`src/rtl/pipelined_approx_adder_pkg.sv`:
```
// Shared types and configuration helpers for the pipelined approximate adder.
package pipelined_approx_adder_pkg;

  typedef enum logic {
    MODE_EXACT  = 1'b0,
    MODE_APPROX = 1'b1
  } mode_e;

  localparam int ERR_CNT_W = 16;

  // Legal pipeline split: at least one slice, no more slices than bits, equal slices.
  function automatic bit width_cfg_ok(input int width, input int stages);
    return (stages >= 1) && (stages <= width) && ((width % stages) == 0);
  endfunction

endpackage

```
`src/rtl/pipelined_approx_adder_pipe_slice.sv`:
```
// One SLICE-bit ripple slice; bits whose absolute index is below APPROX_BITS use
// lower-part-OR when i_approx is set, the rest ripple exactly.
module adder_pipe_slice #(
  parameter int SLICE       = 4,
  parameter int BASE        = 0,
  parameter int APPROX_BITS = 0
) (
  input  logic [SLICE-1:0] i_a,
  input  logic [SLICE-1:0] i_b,
  input  logic             i_cin,
  input  logic             i_approx,
  output logic [SLICE-1:0] o_sum,
  output logic             o_cout
);

  logic [SLICE:0] w_carry;

  // NOTE: every signal written here gets a default first, so no path can infer a latch.
  always_comb begin
    w_carry    = '0;
    o_sum      = '0;
    w_carry[0] = i_cin;
    for (int i = 0; i < SLICE; i++) begin
      if (i_approx && ((BASE + i) < APPROX_BITS)) begin
        // a&b out of each OR bit makes the carry into bit APPROX_BITS equal a[N-1]&b[N-1].
        o_sum[i]     = i_a[i] | i_b[i];
        w_carry[i+1] = i_a[i] & i_b[i];
      end else begin
        o_sum[i]     = i_a[i] ^ i_b[i] ^ w_carry[i];
        w_carry[i+1] = (i_a[i] & i_b[i]) | (w_carry[i] & (i_a[i] ^ i_b[i]));
      end
    end
  end

  assign o_cout = w_carry[SLICE];

endmodule

```
`src/rtl/pipelined_approx_adder.sv`:
```
// WIDTH-bit adder split into STAGES registered ripple slices with valid/ready flow control.
// Optional error monitor enabled by `define PIPELINED_APPROX_ADDER_ERRMON_EN.
module pipelined_approx_adder
  import pipelined_approx_adder_pkg::*;
#(
  parameter int WIDTH       = 16,
  parameter int STAGES      = 4,
  parameter int APPROX_BITS = 4
) (
  input  logic             clk,
  input  logic             rst_n,
  input  logic             in_valid,
  output logic             in_ready,
  input  logic [WIDTH-1:0] a,
  input  logic [WIDTH-1:0] b,
  input  logic             cin,
  input  logic             approx_en,
  output logic             out_valid,
  input  logic             out_ready,
  output logic [WIDTH-1:0] sum,
  output logic             cout,
  output logic             out_approx
`ifdef PIPELINED_APPROX_ADDER_ERRMON_EN
  ,
  input  logic                 err_clr,
  output logic [ERR_CNT_W-1:0] err_cnt
`endif
);

  localparam int SLICE = WIDTH / STAGES;

  if (!width_cfg_ok(WIDTH, STAGES) || (APPROX_BITS < 0) || (APPROX_BITS >= WIDTH)) begin : g_bad_cfg
    $error("pipelined_approx_adder: illegal WIDTH/STAGES/APPROX_BITS combination");
  end

  logic [STAGES-1:0] w_valid;
  logic [STAGES:0]   w_ready;

  // A stage may load when it is empty or its occupant moves on this same edge.
  always_comb begin
    w_ready         = '0;
    w_ready[STAGES] = out_ready;
    for (int k = STAGES - 1; k >= 0; k--) begin
      w_ready[k] = !w_valid[k] || w_ready[k+1];
    end
  end

  assign in_ready = w_ready[0];

  for (genvar k = 0; k < STAGES; k++) begin : g_stage
    localparam int LO = k * SLICE;
    localparam int HI = LO + SLICE;

    logic [WIDTH-1:LO] w_up_a, w_up_b;
    logic              w_up_valid, w_up_carry;
    mode_e             w_up_mode;
    logic [SLICE-1:0]  w_slice_sum;
    logic              w_slice_cout;
    logic [HI-1:0]     w_new_sum;

    logic              r_valid;
    logic [HI-1:0]     r_sum;
    logic              r_carry;
    mode_e             r_mode;

    if (k == 0) begin : g_src_in
      assign w_up_valid = in_valid;
      assign w_up_a     = a;
      assign w_up_b     = b;
      assign w_up_carry = cin;
      assign w_up_mode  = approx_en ? MODE_APPROX : MODE_EXACT;
      assign w_new_sum  = w_slice_sum;
    end else begin : g_src_stage
      assign w_up_valid = g_stage[k-1].r_valid;
      assign w_up_a     = g_stage[k-1].g_fwd.r_a;
      assign w_up_b     = g_stage[k-1].g_fwd.r_b;
      assign w_up_carry = g_stage[k-1].r_carry;
      assign w_up_mode  = g_stage[k-1].r_mode;
      assign w_new_sum  = {w_slice_sum, g_stage[k-1].r_sum};
    end

    adder_pipe_slice #(
      .SLICE      (SLICE),
      .BASE       (LO),
      .APPROX_BITS(APPROX_BITS)
    ) u_slice (
      .i_a     (w_up_a[LO +: SLICE]),
      .i_b     (w_up_b[LO +: SLICE]),
      .i_cin   (w_up_carry),
      .i_approx(w_up_mode == MODE_APPROX),
      .o_sum   (w_slice_sum),
      .o_cout  (w_slice_cout)
    );

    // NOTE: state is updated with non-blocking assignments so every stage samples
    // its upstream neighbour's pre-edge value.
    always_ff @(posedge clk or negedge rst_n) begin
      if (!rst_n) begin
        // NOTE: datapath registers are reset too, so sum/cout read 0 rather than X after reset.
        r_valid <= 1'b0;
        r_sum   <= '0;
        r_carry <= 1'b0;
        r_mode  <= MODE_EXACT;
      end else if (w_ready[k]) begin
        r_valid <= w_up_valid;
        if (w_up_valid) begin
          r_sum   <= w_new_sum;
          r_carry <= w_slice_cout;
          r_mode  <= w_up_mode;
        end
      end
    end

    assign w_valid[k] = r_valid;

    // Only operand bits still to be added travel onward; the last stage needs none.
    if (k < STAGES - 1) begin : g_fwd
      logic [WIDTH-1:HI] r_a, r_b;
      always_ff @(posedge clk or negedge rst_n) begin
        if (!rst_n) begin
          r_a <= '0;
          r_b <= '0;
        end else if (w_ready[k] && w_up_valid) begin
          r_a <= w_up_a[WIDTH-1:HI];
          r_b <= w_up_b[WIDTH-1:HI];
        end
      end
    end

`ifdef PIPELINED_APPROX_ADDER_ERRMON_EN
    logic              w_up_xcarry;
    logic [SLICE-1:0]  w_x_slice_sum;
    logic              w_x_slice_cout;
    logic [HI-1:0]     w_new_xsum;
    logic [HI-1:0]     r_xsum;
    logic              r_xcarry;

    if (k == 0) begin : g_xsrc_in
      assign w_up_xcarry = cin;
      assign w_new_xsum  = w_x_slice_sum;
    end else begin : g_xsrc_stage
      assign w_up_xcarry = g_stage[k-1].r_xcarry;
      assign w_new_xsum  = {w_x_slice_sum, g_stage[k-1].r_xsum};
    end

    adder_pipe_slice #(
      .SLICE      (SLICE),
      .BASE       (LO),
      .APPROX_BITS(APPROX_BITS)
    ) u_exact_slice (
      .i_a     (w_up_a[LO +: SLICE]),
      .i_b     (w_up_b[LO +: SLICE]),
      .i_cin   (w_up_xcarry),
      .i_approx(1'b0),
      .o_sum   (w_x_slice_sum),
      .o_cout  (w_x_slice_cout)
    );

    always_ff @(posedge clk or negedge rst_n) begin
      if (!rst_n) begin
        r_xsum   <= '0;
        r_xcarry <= 1'b0;
      end else if (w_ready[k] && w_up_valid) begin
        r_xsum   <= w_new_xsum;
        r_xcarry <= w_x_slice_cout;
      end
    end
`endif
  end

  assign out_valid  = w_valid[STAGES-1];
  assign sum        = g_stage[STAGES-1].r_sum;
  assign cout       = g_stage[STAGES-1].r_carry;
  assign out_approx = (g_stage[STAGES-1].r_mode == MODE_APPROX);

`ifdef PIPELINED_APPROX_ADDER_ERRMON_EN
  logic w_err_event;

  assign w_err_event = out_valid && out_ready && out_approx &&
                       ({cout, sum} != {g_stage[STAGES-1].r_xcarry, g_stage[STAGES-1].r_xsum});

  always_ff @(posedge clk or negedge rst_n) begin
    if (!rst_n) begin
      err_cnt <= '0;
    end else if (err_clr) begin
      err_cnt <= '0;
    end else if (w_err_event && (err_cnt != '1)) begin
      err_cnt <= err_cnt + 1'b1;
    end
  end
`endif

endmodule

```
`config.mk`:
```
export PLATFORM = sky130hd
export DESIGN_NAME = pipelined_approx_adder
export DESIGN_NICKNAME = d
export VERILOG_FILES = /design/src/rtl/pipelined_approx_adder_pkg.sv /design/src/rtl/pipelined_approx_adder_pipe_slice.sv /design/src/rtl/pipelined_approx_adder.sv
export SDC_FILE = /design/constraint.sdc
export NUM_CORES = 1
export LEC_CHECK = 0
export ABC_AREA = 1
export CAP_MARGIN = 10
export CORE_ASPECT_RATIO = 1.75
export CORE_UTILIZATION = 49
export DETAILED_ROUTE_END_ITERATION = 12
export PLACE_DENSITY = 0.75
export SYNTH_ARGS = -nofsm -noshare
export SYNTH_HDL_FRONTEND = slang
export SYNTH_SLANG_ARGS = --single-unit
```
`constraint.sdc`:
```
create_clock -name clk -period 2.2 [get_ports clk]
set_clock_uncertainty 0.15 [all_clocks]
set_input_delay 0.33 -clock clk [delete_from_list [all_inputs] [get_ports clk]]
set_output_delay 0.33 -clock clk [all_outputs]
set_load 0.005 [all_outputs]
```
### Word level (Yosys, flattened, before mapping)

Index checks and enable logic that the tools add are counted.

* register bits: 100
* bits in latches: 0
* memory bits (writable): 0
* bits in read-only memories: 0
* input port bits: 38
* logic and storage cells: 130
* memories kept: 0

* add/sub/neg operators: 0
* $mul: 0
* div/mod/pow operators: 0
* order comparisons: 0
* equality and inequality tests: 0
* shift operators: 0
* mux-type cells: 9
* bitwise gates (word level): 84
* reduce and logical (&&, ||, !) cells: 15

Operator list (number)
* $and 1x1->1: 32
* $xor 1x1->1: 32
* $or 1x1->1: 20
* $mux 1: 9
* $reduce_and 2->1: 4
* $logic_not 1->1: 4
* $logic_or 1x1->1: 4
* $logic_and 1x1->1: 3

### Depth between registers and ports, before layout

Gate-level depths: netlist of the first run.

* depth in word-level cells: 13
* mapped depth: 11
* mapped depth without buffers: 11

### Hierarchy

Synthesis of the first run repeated with hierarchy kept, for this count alone.

* cells, all modules: 511
* area total of the unflattened synthesis: 4591.9 µm²

By module, submodules not included
* pipelined_approx_adder: instances 1, cells an instance 415, area each 3883.7 µm², seq. area each 2502.4 µm²
* adder_pipe_slice (g_stage[0].u_slice): instances 1, cells an instance 54, area each 355.3 µm², seq. area each 0.0 µm²
* adder_pipe_slice (g_stage[1].u_slice ...): instances 3, cells an instance 14, area each 117.6 µm², seq. area each 0.0 µm²

### Worst setup path before layout of the first run

OpenSTA, ideal clock, no wires.

* path kind: input-to-reg
* start: input port a[0]
* end: register g_stage[0].r_sum[3]
* library setup time: 66 ps
* arrival: 2538 ps
* data required time: 1984 ps
* path slack: -554 ps
* cell stages on the path: 11
* cells stage by stage: fa_1 mux2i_1 fa_1 o21ai_0 fa_1 mux2i_1 fa_1 or2_2 o21ai_0 nand3_1 nand2_1

* longest elaborated chain between the ends: 12

Ends and longest elaborated chain
* start, declared: RTL line pipelined_approx_adder.sv:14 `input logic [WIDTH-1:0] a,`
* $xor 1x1->1: RTL line pipelined_approx_adder_pipe_slice.sv:30 `w_carry[i+1] = (i_a[i] & i_b[i]) | (w_carry[i] & (i_a[i] ^ i_b[i]));`
* $and 1x1->1: RTL line pipelined_approx_adder_pipe_slice.sv:30
* $or 1x1->1: RTL line pipelined_approx_adder_pipe_slice.sv:30
* $mux 1 *: RTL line pipelined_approx_adder_pipe_slice.sv:24 `if (i_approx && ((BASE + i) < APPROX_BITS)) begin`
* $and 1x1->1 *: RTL line pipelined_approx_adder_pipe_slice.sv:30
* $or 1x1->1 *: RTL line pipelined_approx_adder_pipe_slice.sv:30
* $mux 1 *: RTL line pipelined_approx_adder_pipe_slice.sv:24
* $and 1x1->1 *: RTL line pipelined_approx_adder_pipe_slice.sv:30
* $or 1x1->1 *: RTL line pipelined_approx_adder_pipe_slice.sv:30
* $mux 1 *: RTL line pipelined_approx_adder_pipe_slice.sv:24
* $xor 1x1->1 *: RTL line pipelined_approx_adder_pipe_slice.sv:29 `o_sum[i] = i_a[i] ^ i_b[i] ^ w_carry[i];`
* $mux 1 *: RTL line pipelined_approx_adder_pipe_slice.sv:24
* end signal, assigned: RTL line pipelined_approx_adder.sv:107 `r_sum <= w_new_sum;`
* end, declared: RTL line pipelined_approx_adder.sv:62 `logic [HI-1:0] r_sum;`

Every way passes the cells marked *; elsewhere a longest branch is shown, timed or not.
A chain may end at the register's enable or synchronous reset.

### Worst setup path in the final report of the first run

* start: input port cin
* end: register g_stage[0].r_sum[3]

* longest elaborated chain between the ends: 11

Ends and longest elaborated chain
* start, declared: RTL line pipelined_approx_adder.sv:16 `input logic cin,`
* $and 1x1->1: RTL line pipelined_approx_adder_pipe_slice.sv:30
* $or 1x1->1: RTL line pipelined_approx_adder_pipe_slice.sv:30
* $mux 1: RTL line pipelined_approx_adder_pipe_slice.sv:24
* $and 1x1->1: RTL line pipelined_approx_adder_pipe_slice.sv:30
* $or 1x1->1: RTL line pipelined_approx_adder_pipe_slice.sv:30
* $mux 1: RTL line pipelined_approx_adder_pipe_slice.sv:24
* $and 1x1->1: RTL line pipelined_approx_adder_pipe_slice.sv:30
* $or 1x1->1: RTL line pipelined_approx_adder_pipe_slice.sv:30
* $mux 1: RTL line pipelined_approx_adder_pipe_slice.sv:24
* $xor 1x1->1: RTL line pipelined_approx_adder_pipe_slice.sv:29
* $mux 1: RTL line pipelined_approx_adder_pipe_slice.sv:24

Every way passes these cells.

==> run metrics, run 1 <==
outcome complete, but fails checks; failing checks negative setup slack; Max-cap violations 0; Worst setup EP type flip-flop; fmax 389.4 MHz; initial antenna violation count 0; Leakage 0.002831 uW; core area 8979 um2; Critical Path RT 2.33 ns; final WL 8268 um; vias per cell 4.897; share of cells above drive strength 1 0.1510; antenna-violating nets left 0; cells after synthesis 474; Synth area leaders dfrtp_1 55%, nand2_1 13%, fa_1 7.1%; CP Class primary input to flip-flop; Rel. slew slack 0.6645; share of the synthesized area in the top cell type 0.5539; synthesized net count 536; distinct cell type count after synthesis 24; vias in the first global route 3132; Total Routing Usage GR 0.1970; synthesized area 4518 um2; unrepaired setup endpoints after global routing yes; Via Count 3247; largest family of logic cells by synthesized area simple AND/OR/NAND/NOR gates; Die X 74.59 um; TritonCTS Buffers 9; register area share after synthesis 0.5539; CTS clock-pin slew for the worst setup and hold paths 0.06 ns; Clock Path Buffers 2; Die ar. 9623 um2; Design Power 6592 uW; Die Y 129.0 um; Inserted Diodes 0; Worst Hold Class primary input to asynchronous set/reset pin; R2R Setup Slk -0.01 ns; end of the critical path g_stage[0].r_sum[3]$_DFFE_PN0P_; Initial DRT Pass Iterations 7; Clock Latency Late Sink 0.34 ns; Final #Nets 600; CP arrival 2.70 ns; final slew viol count 0; Post-Layout Cell Count 663; CTS tree done; port buffer count 57; final setup fails 2; commonest non-fill, non-tap cell in the layout nand2_1; CTS sink cnt 100; Final period util 1.167; power density over the cells 1167 nW/um2; drt initial violations 128; dpl hpwl 6061 um; WL per Instance 12.47 um; worst reg2reg path depth 8; critical path peak fanout 1; most frequent cells in the layout 153 x nand2_1, 100 x dfrtp_1, 63 x nand3_1; first-pass GRT wire length 14340 um; reg2reg end sum[15]$_DFFE_PN0P_; worst vdd ir 560.9 uV; Compound-Gate Fraction of Synth Area 0.04320; Post-route DRC 0; Place WS -1.204 ns; post-route setup slack -0.3680 ns; Hold Fails Final Rpt 0; Finished Cell Area 5648 um2; final core occ 0.6290; worst-margin pin slew 0.5015 ns; Critical Path Source cin; largest net degree at the start of global routing 41; Synth Area in XOR/XNOR 0; post-synthesis mux area share 0.004431; root buffer cell clkbuf_16; critical path startpoint category primary input; syn_area_per_cell 9.532 um2; H-tree depth 3; Area Growth Syn to Fin 25.01%; row count 46; RD Place Congestion 0.8156; Synth Area in Simple Gates 0.2323; Post-Synth Adder-Cell Area 0.09305; minimum clock period 2.568 ns; Initial Util 0.5032; Reg-to-Reg Start g_stage[2].r_carry$_DFFE_PN0P_; placed cell area 5288 um2; Inst Count DP 645; Yosys reg bits 100; post-synth top area cell dfrtp_1; # IOs 58; grt ovf 0; number of synthesis warnings 0
worst max-delay path, stage by stage:
cell     delay [ns]
buf_6          0.09
fa_2           0.39
mux2i_4        0.17
fa_2           0.22
o21ai_2        0.06
fa_2           0.33
mux2i_2        0.20
fa_2           0.47
or2_4          0.24
o21ai_2        0.05
nand3_1        0.07
nand2_1        0.06
cell families after synthesis:
family / after synthesis
AND/OR/NAND/NOR: 240
flip-flops: 100
buffers and inverters: 69
AO/OA/AOI/OAI: 39
adder cells (fa/ha/maj): 24
multiplexers: 2
cell type report:
cell class,instances,area (um2)
Clock buffer,12,256.5
Fill cell,818,3331
Timing Repair Buffer,80,792.0
Sequential cell,100,2502
Multi-Input combinational cell,305,1742
Inverter,42,157.7
Clock inverter,4,47.55
Tap cell,120,150.1
through the flow:
| stage | setup TNS (ns) | hold slack (ns) |
|---|---|---|
| 2_1_floorplan | -0.6204 | -0.1156 |
| 3_3_place_gp | -2.812 | 0.1068 |
| 3_5_place_dp | -3.343 | 0.1101 |
| 4_1_cts | -0.4858 | 0.3021 |
| 5_1_grt | -0.6779 | 0.3136 |
| 6_report | -0.3786 | 0.2951 |
worst min path at each step:
stage           from            endpoint  slack, ns
3_5_place_dp   rst_n  sum[0]$_DFFE_PN0P_       0.11
6_report       rst_n  sum[0]$_DFFE_PN0P_       0.30
3_3_place_gp   rst_n  sum[2]$_DFFE_PN0P_       0.11
2_1_floorplan  rst_n    cout$_DFFE_PN0P_      -0.12
5_1_grt        rst_n  sum[0]$_DFFE_PN0P_       0.31
4_1_cts        rst_n  sum[0]$_DFFE_PN0P_       0.30
state kept, by name, indices dropped and copies added, names as in the netlist, 3 cells and up:
name and count:
g_stage.g_fwd.r_a 24, g_stage.g_fwd.r_b 24, g_stage.r_carry 3, g_stage.r_mode 3
g_stage.r_sum 24, g_stage.r_valid 3, sum 16
cells in the mapped netlist (all sizes together):
library cell  instances
nand2               158
dfrtp               100
nand3                64
inv                  42
buf                  25
o21ai                25
fa                   16
nor2                 15
a21oi                14
ha                    8
clkbuf                2
mux2i                 2
or2                   2
nand4                 1
repair_timing:
item,4_1_cts,5_1_grt
setup endpoints to repair,7,7
pin swaps,12,7
cloned,0,0
hold endpoints to repair,24,0
resized for setup,39,6
buffers inserted,1,0
hold buffers,1,0
where the power goes:
part	switching [uW]	leakage, uW	total, uW	internal, uW
sequential	365	0.00122	2850	2490
clock	642	0.000149	1580	939
combinational	1120	0.00146	2160	1040
total	2130	0.00283	6590	4470
per-layer routing:
layer | GRT usage | vias to the layer above | wire length (um)
met4 | 0.07214 | 0 | 133
met1 | 0.2378 | 1563 | 3235
li1 | - | 1610 | -
met3 | 0.03733 | 9 | 261
met5 | 0 | - | 0
met2 | 0.3434 | 65 | 4638
(Power assumes the default switching activity.)
==> run 2, diff against run 1 <==
--- a/config.mk
+++ b/config.mk
@@ -11,6 +11,7 @@
 export CORE_UTILIZATION = 49
 export DETAILED_ROUTE_END_ITERATION = 12
 export PLACE_DENSITY = 0.75
+export REMOVE_ABC_BUFFERS = 1
 export SYNTH_ARGS = -nofsm -noshare
 export SYNTH_HDL_FRONTEND = slang
 export SYNTH_SLANG_ARGS = --single-unit
==> run 2 against run 1 <==
  * The run still ends with negative setup slack left
  * Highest routed layer unchanged
  * First-iteration DRC count rose by 24%
  * Die area is the same
  * Clock power shrank 6%
  * Fmax is 4.2% higher
  * Sequential power about the same
  * Via count shrank 0.40%
  * Combinational power increased by 2%
  * Total power decreased by 0.80%
  * Routed wire length decreased by 3.2%
  * Final cell count increased by 0.45%
==> run metrics, run 2 (synthesized netlist as in run 1, its figures left out) <==
outcome complete, but fails checks; failing checks negative setup slack; CTS clock-pin slew for the worst setup and hold paths 0.06 ns (about the same); Worst Hold Class flip-flop to flip-flop; switching pwr 2120 uW (-0.31%); core area 8979 um2 (unchanged); Inst Count DP 647 (+0.31%); H-tree depth 3 (unchanged); root buffer cell clkbuf_16; Final period util 1.121 (-0.04673); RD Place Congestion 0.7558 (-7.3%); final setup fails 4 (+2); drt initial violations 159 (+24%); Die X 74.59 um (unchanged); Die ar. 9623 um2 (unchanged); share of cells above drive strength 1 0.1429 (-0.008156); Cell Chain, Critical Path buf_8, fa_2, mux2i_4, fa_2, o21ai_2, fa_2, mux2i_2, fa_1, or2_4, o21ai_2, nand3_1, nand2_1; combinational share of power 0.337 (+0.010); final WL 8000 um (-3.2%); Hold Fails Final Rpt 0 (unchanged); # IOs 58 (unchanged); Inserted Diodes 0 (unchanged); Post-route DRC 0 (unchanged); row count 46 (unchanged); largest net degree at the start of global routing 52 (+27%); slowest CP cell fa_1; commonest non-fill, non-tap cell in the layout nand2_1; worst-margin pin slew 0.4660 ns (-0.03550 ns); power density over the cells 1156 nW/um2 (-0.99%); vias per cell 4.856 (-0.85%); switch share 0.3242 (+0.001581); WL per Instance 12.01 um (-3.7%); Initial Util 0.5032 (unchanged); port buffer count 57 (unchanged); grt ovf 0 (unchanged); Post-Layout Cell Count 666 (+0.45%); Via Count 3234 (-0.40%); Critical Path RT 2.33 ns (about the same); post-route setup slack -0.2652 ns (+0.1028 ns); internal power 4420 uW (-1.0%); Total Routing Usage GR 0.1947 (-0.002290); Worst setup EP type flip-flop; dpl hpwl 5946 um (-1.9%); Clock Latency Late Sink 0.34 ns (about the same); critical path startpoint category primary input; fmax 405.7 MHz (+4.2%); CP arrival 2.59 ns (-0.11 ns); Area Growth Syn to Fin 25.26%; Design Power 6540 uW (-0.80%); Leakage 0.002837 uW (+0.20%); initial antenna violation count 0 (unchanged); biggest regs g_stage.g_fwd.r_a (24), g_stage.g_fwd.r_b (24), g_stage.r_sum (24); CTS sink cnt 100 (unchanged); first-pass GRT wire length 14080 um (-1.8%); crit-path max cell delay 0.42 ns (-0.05 ns); CP Class primary input to flip-flop; worst vdd ir 492.6 uV (-12%); Final #Nets 603 (+0.50%); critical path peak fanout 2 (+1); antenna-violating nets left 0 (unchanged); vias in the first global route 3142 (+0.32%); Max-cap violations 0 (unchanged); CTS tree done; Initial DRT Pass Iterations 4 (-3); Rel. slew slack 0.6894 (+0.02485); final slew viol count 0 (unchanged); CP Buf/Inv Count 1 (unchanged); unrepaired setup endpoints after global routing yes; Critical Path Most Common Cell fa_2; TritonCTS Buffers 9 (unchanged); Die Y 129.0 um (unchanged); most frequent cells in the layout 153 x nand2_1, 100 x dfrtp_1, 63 x nand3_1; minimum clock period 2.465 ns (-0.1028 ns); Clock Path Buffers 2 (unchanged); critical path's top delay family adder cells; Clk pwr share 0.228 (-0.012); part of the power in registers 0.435 (+0.002); final core occ 0.6303 (+0.001254)
-- run 2: cell count changes in the layout (fill, tap and decap cells not counted), sizes merged --
cell           delta
buf               +3
bufinv            -1
clkbuf            +1
clkdlybuf4s50     +1
clkinv            -1
clkinvlp          +1
dlymetal6s2s      -1
-- run 2: per-stage QoR --
stage,setup WS [ns],TNS (ns),instance area (um2),hold slack [ns]
2_1_floorplan,-0.5587,-0.6338,4345,-0.1156
3_3_place_gp,-1.100,-2.906,5299,0.1639
3_5_place_dp,-1.198,-3.350,5299,0.1716
4_1_cts,-0.3638,-0.4691,5622,0.3248
5_1_grt,-0.3563,-0.7376,5659,0.3336
6_report,-0.2652,-0.3198,5659,0.3176
-- run 2: layout make-up --
| class | count | area, um2 |
|---|---|---|
| clock buffers | 13 | 270.3 |
| inverters | 42 | 157.7 |
| repair buffers | 83 | 822.0 |
| multi-input cells | 305 | 1737 |
| clock inverters | 3 | 20.02 |
| well taps | 120 | 150.1 |
| fillers | 777 | 3319 |
| flip-flops and latches | 100 | 2502 |
-- run 2: final timing paths --
path	start	end	slack [ns]	cells past startpoint
min in group asynchronous	rst_n	g_stage[1].r_sum[0]$_DFFE_PN0P_	0.34	2
hold reg to reg	sum[14]$_DFFE_PN0P_	sum[14]$_DFFE_PN0P_	0.32	2
max in group asynchronous	rst_n	g_stage[2].r_sum[11]$_DFFE_PN0P_	0.94	3
setup reg to reg	g_stage[1].r_carry$_DFFE_PN0P_	g_stage[2].r_sum[11]$_DFFE_PN0P_	-0.02	8
setup / recovery	a[0]	g_stage[0].r_sum[3]$_DFFE_PN0P_	-0.27	12
hold / removal	sum[14]$_DFFE_PN0P_	sum[14]$_DFFE_PN0P_	0.32	2
-- run 2: per-layer routing --
layer | up-vias | wire length [um] | GRT usage | part of all wire
met5 | - | 0 | 0 | 0
met4 | 0 | 204 | 0.09989 | 0.026
met3 | 13 | 184 | 0.03344 | 0.023
met2 | 54 | 4425 | 0.3397 | 0.55
met1 | 1550 | 3186 | 0.2236 | 0.40
li1 | 1617 | - | - | -
-- run 2: power groups by stage --
stage / clock (uW) / sequential, uW / combinational [uW]
floorplan: 0 / 2850 / 1140
global placement: 0 / 2830 / 2050
detailed placement: 0 / 2860 / 2160
CTS: 1520 / 2850 / 2200
global route: 1600 / 2930 / 2540
finish: 1490 / 2840 / 2200
-- run 2: timing repair --
item,in CTS,in global routing
setup buffers,0,2
pin swaps,7,4
hold buffers,1,0
hold endpoints to repair,35,0
setup endpoints to repair,7,6
gates resized for setup,35,10
-- run 2: worst reg2reg max path: cells and delay by family (launching register included) --
| kind | cells | cell delay [ns] |
|---|---|---|
| compound gates | 1 | 0.14 |
| buf+inv | 3 | 0.18 |
| fa+ha+maj | 4 | 1.29 |
| flops | 1 | 0.39 |
==> run 3, diff against run 2 <==
--- a/config.mk
+++ b/config.mk
@@ -7,7 +7,7 @@
 export LEC_CHECK = 0
 export ABC_AREA = 1
 export CAP_MARGIN = 10
-export CORE_ASPECT_RATIO = 1.75
+export CORE_ASPECT_RATIO = 0.9
 export CORE_UTILIZATION = 49
 export DETAILED_ROUTE_END_ITERATION = 12
 export PLACE_DENSITY = 0.75
==> run 3 against run 2 <==
  * The flow still finishes with violations (negative setup slack)
  * Via count decreased by 0.25%
  * Non-clock buffer count increased by 4
  * Utilization increased by 0.33 points
  * Sequential power about the same
  * Clock power decreased by 29%
  * Sequential cell count unchanged
  * Sequential share of layout area increased by 0.83 points
  * Critical path type unchanged
  * Largest cell class unchanged
==> run metrics, run 3 (synthesized netlist as in run 1, its figures left out) <==
outcome complete, but fails checks; failing checks negative setup slack; port buffer count 57 (unchanged); minimum clock period 2.525 ns (+0.05985 ns); final core occ 0.6336 (+0.003267); Clock Latency Late Sink 0.36 ns (+0.02 ns); critical path peak fanout 2 (unchanged); post-route setup slack -0.3250 ns (-0.05985 ns); Inserted Diodes 0 (unchanged); largest net degree at the start of global routing 50 (-3.8%); H-tree depth 3 (unchanged); antenna-violating nets left 0 (unchanged); Hold Fails Final Rpt 0 (unchanged); Rel. slew slack 0.7129 (+0.02351); placed cell area 5285 um2 (-0.26%); end of the critical path g_stage[0].r_sum[3]$_DFFE_PN0P_; CTS tree done; critical path startpoint category primary input; Met3 Wirelength 246 um (+34%); grt ovf 0 (unchanged); Reg-to-Reg Start g_stage[0].g_fwd.r_a[4]$_DFFE_PN0P_; Die X 103.2 um (+38%); power density over the cells 1108 nW/um2 (-4.1%); unrepaired setup endpoints after global routing yes; Critical Path RT 2.35 ns (+0.02 ns); reg2reg end g_stage[1].r_sum[7]$_DFFE_PN0P_; DR top layer met4; Critical Path Source b[0]; root buffer cell clkbuf_8; most frequent cells in the layout 153 x nand2_1, 100 x dfrtp_1, 63 x nand3_1; Clock Path Buffers 2 (unchanged); worst vdd ir 460.6 uV (-6.5%); Final period util 1.148 (+0.02720); RD Place Congestion 0.8064 (+6.7%); fmax 396.0 MHz (-2.4%); vias per cell 4.829 (-0.55%); dpl hpwl 5984 um (+0.64%); first-pass GRT wire length 14700 um (+4.5%); worst-margin pin slew 0.4307 ns (-0.03527 ns); Die Y 93.10 um (-28%); WL met2 4017 um (-9.2%); Initial DRT Pass Iterations 4 (unchanged); R2R Setup Slk -0.04 ns (-0.02 ns); Post-Route M1 WL 3881 um (+22%); CTS sink cnt 100 (unchanged); TritonCTS Buffers 9 (unchanged); Area Growth Syn to Fin 22.96%; CP Class primary input to flip-flop; final setup fails 4 (unchanged); # IOs 58 (unchanged); Reg area 2502 um2 (unchanged); worst reg2reg path depth 8 (unchanged); row count 32 (-30%); Via Count 3226 (-0.25%); Max-cap violations 0 (unchanged); Worst Hold Class primary input to asynchronous set/reset pin; final WL 8298 um (+3.7%); initial antenna violation count 0 (unchanged); WL per Instance 12.42 um (+3.4%); commonest non-fill, non-tap cell in the layout nand2_1; Finished Cell Area 5555 um2 (-1.8%); fillers 687 (-12%); CP arrival 2.67 ns (+0.08 ns); Total Routing Usage GR 0.1989 (+0.004244); share of cells above drive strength 1 0.1530 (+0.01015); drt initial violations 126 (-21%); Leakage 0.002793 uW (-1.6%); Worst setup EP type flip-flop; core area 8768 um2 (-2.3%); CTS clock-pin slew for the worst setup and hold paths 0.10 ns (+0.04 ns); biggest regs g_stage.g_fwd.r_a (24), g_stage.g_fwd.r_b (24), g_stage.r_sum (24); vias in the first global route 3270 (+4.1%); Final #Nets 607 (+0.66%); Die ar. 9609 um2 (-0.15%); multi-input logic area 1728 um2 (-0.50%); Post-route DRC 0 (unchanged); Initial Util 0.5153 (+0.01206); final slew viol count 0 (unchanged)
==> run 3: cell types whose count changed in the layout (fill, tap and decap cells not counted), moves of 2 or more <==
cell,delta
clkbuf_16,-9
clkbuf_8,+6
inv_2,+2
inv_1,-2
buf_4,+5
inv_6,+3
==> run 3: what timing repair did <==
action | CTS | global route
buffers inserted | 4 | 2
setup endpoints to repair | 6 | 6
gates resized for setup | 38 | 10
hold buffers | 1 | 0
endpoints found under the hold margin | 31 | 0
pin swaps | 12 | 13
==> run 3: critical path, cell delays in order <==
cell and delay (ns):
buf_8 0.10, fa_2 0.38, mux2i_2 0.18, fa_2 0.24
o21ai_2 0.06, fa_2 0.34, mux2i_2 0.17, fa_1 0.43
or2_4 0.24, o21ai_2 0.05, nand3_1 0.07, nand2_1 0.08
==> run 3: worst min path at each step <==
stage / start / to / slack, ns / depth (start not counted)
floorplan: rst_n / cout$_DFFE_PN0P_ / -0.12 / 0
global placement: rst_n / g_stage[0].g_fwd.r_b[4]$_DFFE_PN0P_ / 0.14 / 1
detailed placement: rst_n / g_stage[0].g_fwd.r_a[5]$_DFFE_PN0P_ / 0.15 / 1
CTS: rst_n / g_stage[0].g_fwd.r_a[5]$_DFFE_PN0P_ / 0.30 / 2
global route: rst_n / g_stage[0].g_fwd.r_a[5]$_DFFE_PN0P_ / 0.33 / 2
finish: rst_n / g_stage[0].g_fwd.r_a[5]$_DFFE_PN0P_ / 0.30 / 2
==> run 3: power by group <==
part	total, uW	internal (uW)	switching [uW]	leakage [uW]
sequential	2850	2480	363	0.00122
combinational	2250	1100	1150	0.00149
clock	1060	417	643	0.0000787
==> run 3: area by class of cell <==
class                   count  share of cell area
well taps                 119             0.02680
multi-input cells         305              0.3110
inverters                  42             0.02838
flip-flops and latches    100              0.4505
repair buffers             87              0.1523
clock inverters             6            0.008784
clock buffers               9             0.02230
==> run 3: per-stage QoR <==
step	cells	setup WS (ns)	TNS (ns)	hold slack, ns	total power, uW
global placement	646	-1.108	-2.818	0.1420	4932
detailed placement	646	-1.226	-3.260	0.1472	5059
CTS	666	-0.4071	-0.5502	0.2977	6182
floorplan	447	-0.5587	-0.6338	-0.1156	3983
finish	668	-0.3250	-0.4276	0.2977	6154
global route	668	-0.4139	-0.8298	0.3255	6674
==> run 3: routing by layer <==
| layer | vias up | track usage |
|---|---|---|
| li1 | 1625 | - |
| met5 | - | 0 |
| met4 | 0 | 0.08568 |
| met3 | 12 | 0.03139 |
| met1 | 1531 | 0.2619 |
| met2 | 58 | 0.3267 |
